File: src/rtl/hazard_ctrl.sv
// Pipeline hazard controller: load-use stall, taken-branch flush, data-memory wait.
// Latency: zero-cycle control outputs (combinational from state + inputs); mem_timeout and counters are registered.
// Backpressure: stalls PC/IF-ID/EX-MEM while a data-memory access is unacknowledged; never stalls on its own outputs.
//
// Ports: clk/rst_n (async active-low); ID operands (id_rs1/2, id_use_rs1/2);
//        EX control (ex_rd, ex_RegWEn, ex_MemEn, ex_MemRW, ex_br_taken); dmem_req/dmem_ack handshake.
//        Outputs: pc_stall, if_id_stall, if_id_clr, id_reg_clr, ex_mem_stall, mem_timeout, stall_cnt, flush_cnt.
module hazard_ctrl #(
    parameter int FLUSH_CYCLES = 2,
    parameter int MEM_TIMEOUT  = 255,
    parameter int CNT_W        = 32
) (
    input  logic             clk,
    input  logic             rst_n,
    input  logic [4:0]       id_rs1,
    input  logic [4:0]       id_rs2,
    input  logic             id_use_rs1,
    input  logic             id_use_rs2,
    input  logic [4:0]       ex_rd,
    input  logic             ex_RegWEn,
    input  logic             ex_MemEn,
    input  logic             ex_MemRW,
    input  logic             ex_br_taken,
    input  logic             dmem_req,
    input  logic             dmem_ack,
    output logic             pc_stall,
    output logic             if_id_stall,
    output logic             if_id_clr,
    output logic             id_reg_clr,
    output logic             ex_mem_stall,
    output logic             mem_timeout,
    output logic [CNT_W-1:0] stall_cnt,
    output logic [CNT_W-1:0] flush_cnt
);

    typedef enum logic [1:0] {RUN = 2'd0, FLUSH = 2'd1, MEM_WAIT = 2'd2} state_e;

    localparam logic [3:0]       FLUSH_INIT = 4'(FLUSH_CYCLES - 1);
    localparam logic [15:0]      TIMEOUT    = 16'(MEM_TIMEOUT);
    localparam logic [CNT_W-1:0] CNT_ONE    = CNT_W'(1);
    localparam logic [CNT_W-1:0] CNT_MAX    = '1;

    state_e           state_q, state_d;
    logic [3:0]       fcnt_q, fcnt_d;     // FLUSH cycles still to run after the current one
    logic [15:0]      wcnt_q, wcnt_d;     // unacknowledged wait cycles, saturates at TIMEOUT
    logic             mto_q, mto_d;
    logic [CNT_W-1:0] stall_cnt_q, stall_cnt_d;
    logic [CNT_W-1:0] flush_cnt_q, flush_cnt_d;

    logic lu_hit, mem_miss, br_accept;
    logic pc_stall_c, if_id_stall_c, if_id_clr_c, id_reg_clr_c, ex_mem_stall_c;

    assign lu_hit = ex_MemEn & ~ex_MemRW & ex_RegWEn & (ex_rd != 5'd0) &
                    ((id_use_rs1 & (id_rs1 == ex_rd)) | (id_use_rs2 & (id_rs2 == ex_rd)));
    assign mem_miss = dmem_req & ~dmem_ack;

    // State register
    always_ff @(posedge clk or negedge rst_n) begin
        if (!rst_n) begin
            state_q     <= RUN;
            fcnt_q      <= 4'd0;
            wcnt_q      <= 16'd0;
            mto_q       <= 1'b0;
            stall_cnt_q <= '0;
            flush_cnt_q <= '0;
        end else begin
            state_q     <= state_d;
            fcnt_q      <= fcnt_d;
            wcnt_q      <= wcnt_d;
            mto_q       <= mto_d;
            stall_cnt_q <= stall_cnt_d;
            flush_cnt_q <= flush_cnt_d;
        end
    end

    // Next-state logic
    always_comb begin
        state_d   = state_q;
        fcnt_d    = fcnt_q;
        wcnt_d    = wcnt_q;
        mto_d     = mto_q;
        br_accept = 1'b0;
        case (state_q)
            RUN: begin
                if (mem_miss) begin
                    state_d = MEM_WAIT;
                    wcnt_d  = 16'd1;            // the entry cycle is the first wait cycle
                end else if (ex_br_taken) begin
                    br_accept = 1'b1;
                    if (FLUSH_CYCLES > 1) begin
                        state_d = FLUSH;
                        fcnt_d  = FLUSH_INIT;
                    end
                end
            end
            FLUSH: begin
                // Branches seen here are wrong-path and ignored.
                fcnt_d = fcnt_q - 4'd1;
                if (fcnt_d == 4'd0) state_d = RUN;
            end
            MEM_WAIT: begin
                if (dmem_ack) state_d = RUN;
                else if (wcnt_q < TIMEOUT) wcnt_d = wcnt_q + 16'd1;
            end
            default: state_d = RUN;
        endcase
        // Sticky: the FSM keeps waiting; the flag just reports the overrun.
        if (state_d == MEM_WAIT && wcnt_d >= TIMEOUT) mto_d = 1'b1;

        stall_cnt_d = stall_cnt_q;
        if (pc_stall_c && stall_cnt_q != CNT_MAX) stall_cnt_d = stall_cnt_q + CNT_ONE;
        flush_cnt_d = flush_cnt_q;
        if (br_accept && flush_cnt_q != CNT_MAX) flush_cnt_d = flush_cnt_q + CNT_ONE;
    end

    // Output decode: priority mem wait > branch flush > load-use
    always_comb begin
        pc_stall_c     = 1'b0;
        if_id_stall_c  = 1'b0;
        if_id_clr_c    = 1'b0;
        id_reg_clr_c   = 1'b0;
        ex_mem_stall_c = 1'b0;
        case (state_q)
            RUN: begin
                if (mem_miss) begin
                    pc_stall_c     = 1'b1;
                    if_id_stall_c  = 1'b1;
                    ex_mem_stall_c = 1'b1;
                end else if (ex_br_taken) begin
                    if_id_clr_c  = 1'b1;
                    id_reg_clr_c = 1'b1;
                end else if (lu_hit) begin
                    // One bubble suffices: next cycle the load has left EX.
                    pc_stall_c    = 1'b1;
                    if_id_stall_c = 1'b1;
                    id_reg_clr_c  = 1'b1;
                end
            end
            FLUSH: begin
                if_id_clr_c  = 1'b1;
                id_reg_clr_c = 1'b1;
            end
            MEM_WAIT: begin
                // ID/EX holds through the stall, so no bubble; stalls drop in the ack cycle.
                if (!dmem_ack) begin
                    pc_stall_c     = 1'b1;
                    if_id_stall_c  = 1'b1;
                    ex_mem_stall_c = 1'b1;
                end
            end
            default: ;
        endcase
    end

    // Combinational outputs are forced low while reset is held, regardless of inputs.
    assign pc_stall     = pc_stall_c     & rst_n;
    assign if_id_stall  = if_id_stall_c  & rst_n;
    assign if_id_clr    = if_id_clr_c    & rst_n;
    assign id_reg_clr   = id_reg_clr_c   & rst_n;
    assign ex_mem_stall = ex_mem_stall_c & rst_n;
    assign mem_timeout  = mto_q;
    assign stall_cnt    = stall_cnt_q;
    assign flush_cnt    = flush_cnt_q;

endmodule

File: config.mk
export PLATFORM = sky130hd
export DESIGN_NAME = hazard_ctrl
export DESIGN_NICKNAME = d
export VERILOG_FILES = /design/src/rtl/hazard_ctrl.sv
export SDC_FILE = /design/constraint.sdc
export NUM_CORES = 1
export LEC_CHECK = 0
export CAP_MARGIN = 40
export CELL_PAD_IN_SITES_DETAIL_PLACEMENT = 2
export CELL_PAD_IN_SITES_GLOBAL_PLACEMENT = 2
export CORE_UTILIZATION = 29
export DETAILED_ROUTE_END_ITERATION = 10
export PLACE_DENSITY = 0.78
export SYNTH_ARGS = -nofsm -noshare
export SYNTH_HDL_FRONTEND = slang
export SYNTH_SLANG_ARGS = --single-unit
export TNS_END_PERCENT = 10
File: constraint.sdc
create_clock -name clk -period 2.25 [get_ports clk]
set_input_delay 0.5625 -clock clk [delete_from_list [all_inputs] [get_ports clk]]
set_output_delay 0.5625 -clock clk [all_outputs]
set_load 0.005 [all_outputs]
==> results.md <==
- Status: finished, violations left
- Failing checks: DRC, setup timing
- Top-count cell post-synth: dfrtp_1
- Fin Setup TNS: -1360 ps
- CTS H-tree lvls: 3
- Maximum buffer depth of the clock tree: 2
- Core Area: 14700 µm²
- Leading post-synthesis cells by cell area: dfrtp_1 (49%), xor2_1 (8.7%), xnor2_1 (7.0%)
- Final WL: 15.3 mm
- Unrepaired setup endpoints after global routing: yes
- Ports: 95
- Initial core utilization: 0.300
- CTS tree: built
- Post-synth EDFFs: 0
- Pre-CTS setup slack: -1340 ps
- CP max FO: 2
- CTS sink count: 87
- Critical path's slowest cell: nor4_2
- Syn nets: 459
- Via count: 3987
- Worst-Margin Slew: 507 ps
- Period utilisation layout: 1.19
- Worst-path clk slew: 60 ps
- Placer Congestion: 0.774
- Final hold vios: 0
- Endpoints failing setup: 16
- Worst Clk Skew: 7.25 ps
- Max-Cap Viols: 0
- Share of the synthesized area in the top cell type: 0.494
- Min Tclk post-route: 2670 ps
- Min-Delay Path Class: primary input to async pin
- Clock Latency Late Sink: 350 ps
- Post-synthesis cell type count: 51
- Vias in the first global route: 4547
- DRC errors left: 4
- Initial antenna violation count: 0
- Peak supply drop: 0.404 mV
- Yosys top cell by area: dfrtp_1
- Site Rows: 44
- Cell mode on critical path: buf_4
- Die area: 15700 µm²
- Chip width: 125 µm
- Root buffer cell: clkbuf_16
- Share of cells above drive strength 1: 0.266
- Fillers: 1511
- Main flop type after synthesis: dfrtp_1
- Startpoint types: primary input
- First-pass GRT wire length: 24.6 mm
- Syn-to-layout area delta: 50.3%
- # diodes: 0
- Drt first-iter violations: 122
- Grt ovf: 0
- Yosys warns: 0
- Cell Pwr Density: 729 nW/µm²
- Count of buffers from port buffering: 94
- Worst setup EP type: output port
- Worst path required time: 1690 ps
- Die height: 125 µm
- CP peak stage delay: 360 ps
- CP cell instances: buf_6 -> xor2_1 -> nor4_2 -> buf_4 -> a22oi_2 -> nor4b_2 -> buf_4 -> o21a_1 -> buf_2
- Gr usage total: 0.200
- LEAKAGE: 2.97 nW
- Commonest cells post-synth: dfrtp_1 (87), xor2_1 (44), nand2_1 (38)
- CP Class: primary input to output port
- Mapped cell area: 4410 µm²
- Post-synth ARST share: 1.00
- Critical Path AT: 2100 ps
- Total power draw: 0.00483 W
- Syn Inst Count: 429
- Max-slew headroom: 0.662
- Sequential-to-total area share from yosys stat: 0.494
- Post-DP HPWL: 10.5 mm
- F_max: 375 MHz
- Worst Slack Setup Final: -417 ps
- CTS Buf Count: 9
- Synth Register Bits: 87
- Slew Limit Fails: 0
- DRT Pass-1 Iters: 7
- Largest net degree at the start of global routing: 40
- Nets@finish: 616
- Vias per cell: 5.15
- DRT antenna net count: 0
- DR WL/cell: 19.8 µm
- Avg Cell Area, Syn: 10.3 µm²
## repair_timing
action,CTS,global route
setup buffers,4,2
pin swaps,20,23
setup endpoints to repair,58,47
cloned,0,2
hold buffers,0,0
resized for setup,125,38
## flip-flops by register name, indices dropped and copies added (netlist names)
signal	cells
fcnt_q	4
flush_cnt	32
mem_timeout	1
stall_cnt	32
state_q	2
wcnt_q	16
## metrics by stage
| stage | instance area, µm² | hold slack [ps] | std cells | util |
|---|---|---|---|---|
| detailed placement | 5950 | 487 | 752 | 0.405 |
| CTS | 6450 | 203 | 771 | 0.439 |
| finish | 6620 | 232 | 774 | 0.451 |
| global route | 6620 | 232 | 774 | 0.451 |
| floorplan | 4410 | 267 | 429 | - |
| global placement | 5950 | 472 | 752 | 0.405 |
## layout by cell type (no fill, tap or decap), types with 8 or more instances in the layout
master            n
xnor2_1          35
clkdlybuf4s50_1  66
buf_4            56
buf_2             8
buf_6             8
nand3_1          34
clkbuf_16        11
nor2_1           20
nand2_1          34
nor4_2            9
nand4_1          21
nor2b_1           9
xor2_1           40
dfrtp_1          87
nor3_1           13
nor2_2            9
## metal layers
layer  vias to the layer above  part of all wire  track usage
li1                       1818                 -            -
met2                        81              0.52        0.360
met5                         -                 0            0
met4                         0             0.023       0.0703
met1                      2064              0.43        0.239
met3                        24             0.028       0.0347
## layout make-up
type | instances | area, µm² | share of cell area
Clock buffer | 11 | 233 | 0.0351
Clock inverter | 4 | 95.1 | 0.0144
Inverter | 6 | 22.5 | 0.00340
Multi-Input combinational cell | 329 | 2480 | 0.374
Sequential cell | 87 | 2180 | 0.329
Tap cell | 184 | 230 | 0.0348
Timing Repair Buffer | 153 | 1390 | 0.210
## cell families after synthesis
family                   after synthesis  share of synthesized area
flip-flops                            87                      0.494
XOR/XNOR                              79                      0.157
adder cells (fa/ha/maj)                5                     0.0142
AND/OR/NAND/NOR                      215                      0.269
multiplexers                           5                     0.0131
AO/OA/AOI/OAI                         25                     0.0403
buffers and inverters                 13                     0.0125
## critical path, delay by kind of cell
kind            cells  cell delay [ps]
compound gates      2              200
xor+xnor            1              150
buf+inv             4              560
simple gates        2              630
## worst paths after layout
check | start | to | slack (ps) | cells past startpoint
setup / recovery | ex_rd[1] | id_reg_clr | -420 | 9
hold / removal | rst_n | fcnt_q[2] | 230 | 2
setup reg to reg | state_q[0] | stall_cnt[16] | -50 | 8
hold reg to reg | mem_timeout | mem_timeout | 500 | 2
max in group asynchronous | rst_n | flush_cnt[24] | 1500 | 2
min in group clk | mem_timeout | mem_timeout | 500 | 2
## report_power, final
group | switching (W) | internal [W] | total [W] | leakage, nW
Sequential | 0.000189 | 0.00171 | 0.00190 | 1.18
Clock | 0.000628 | 0.00108 | 0.00171 | 0.160
Combinational | 0.000598 | 0.000623 | 0.00122 | 1.63
Power figures use the tool's default switching activity.
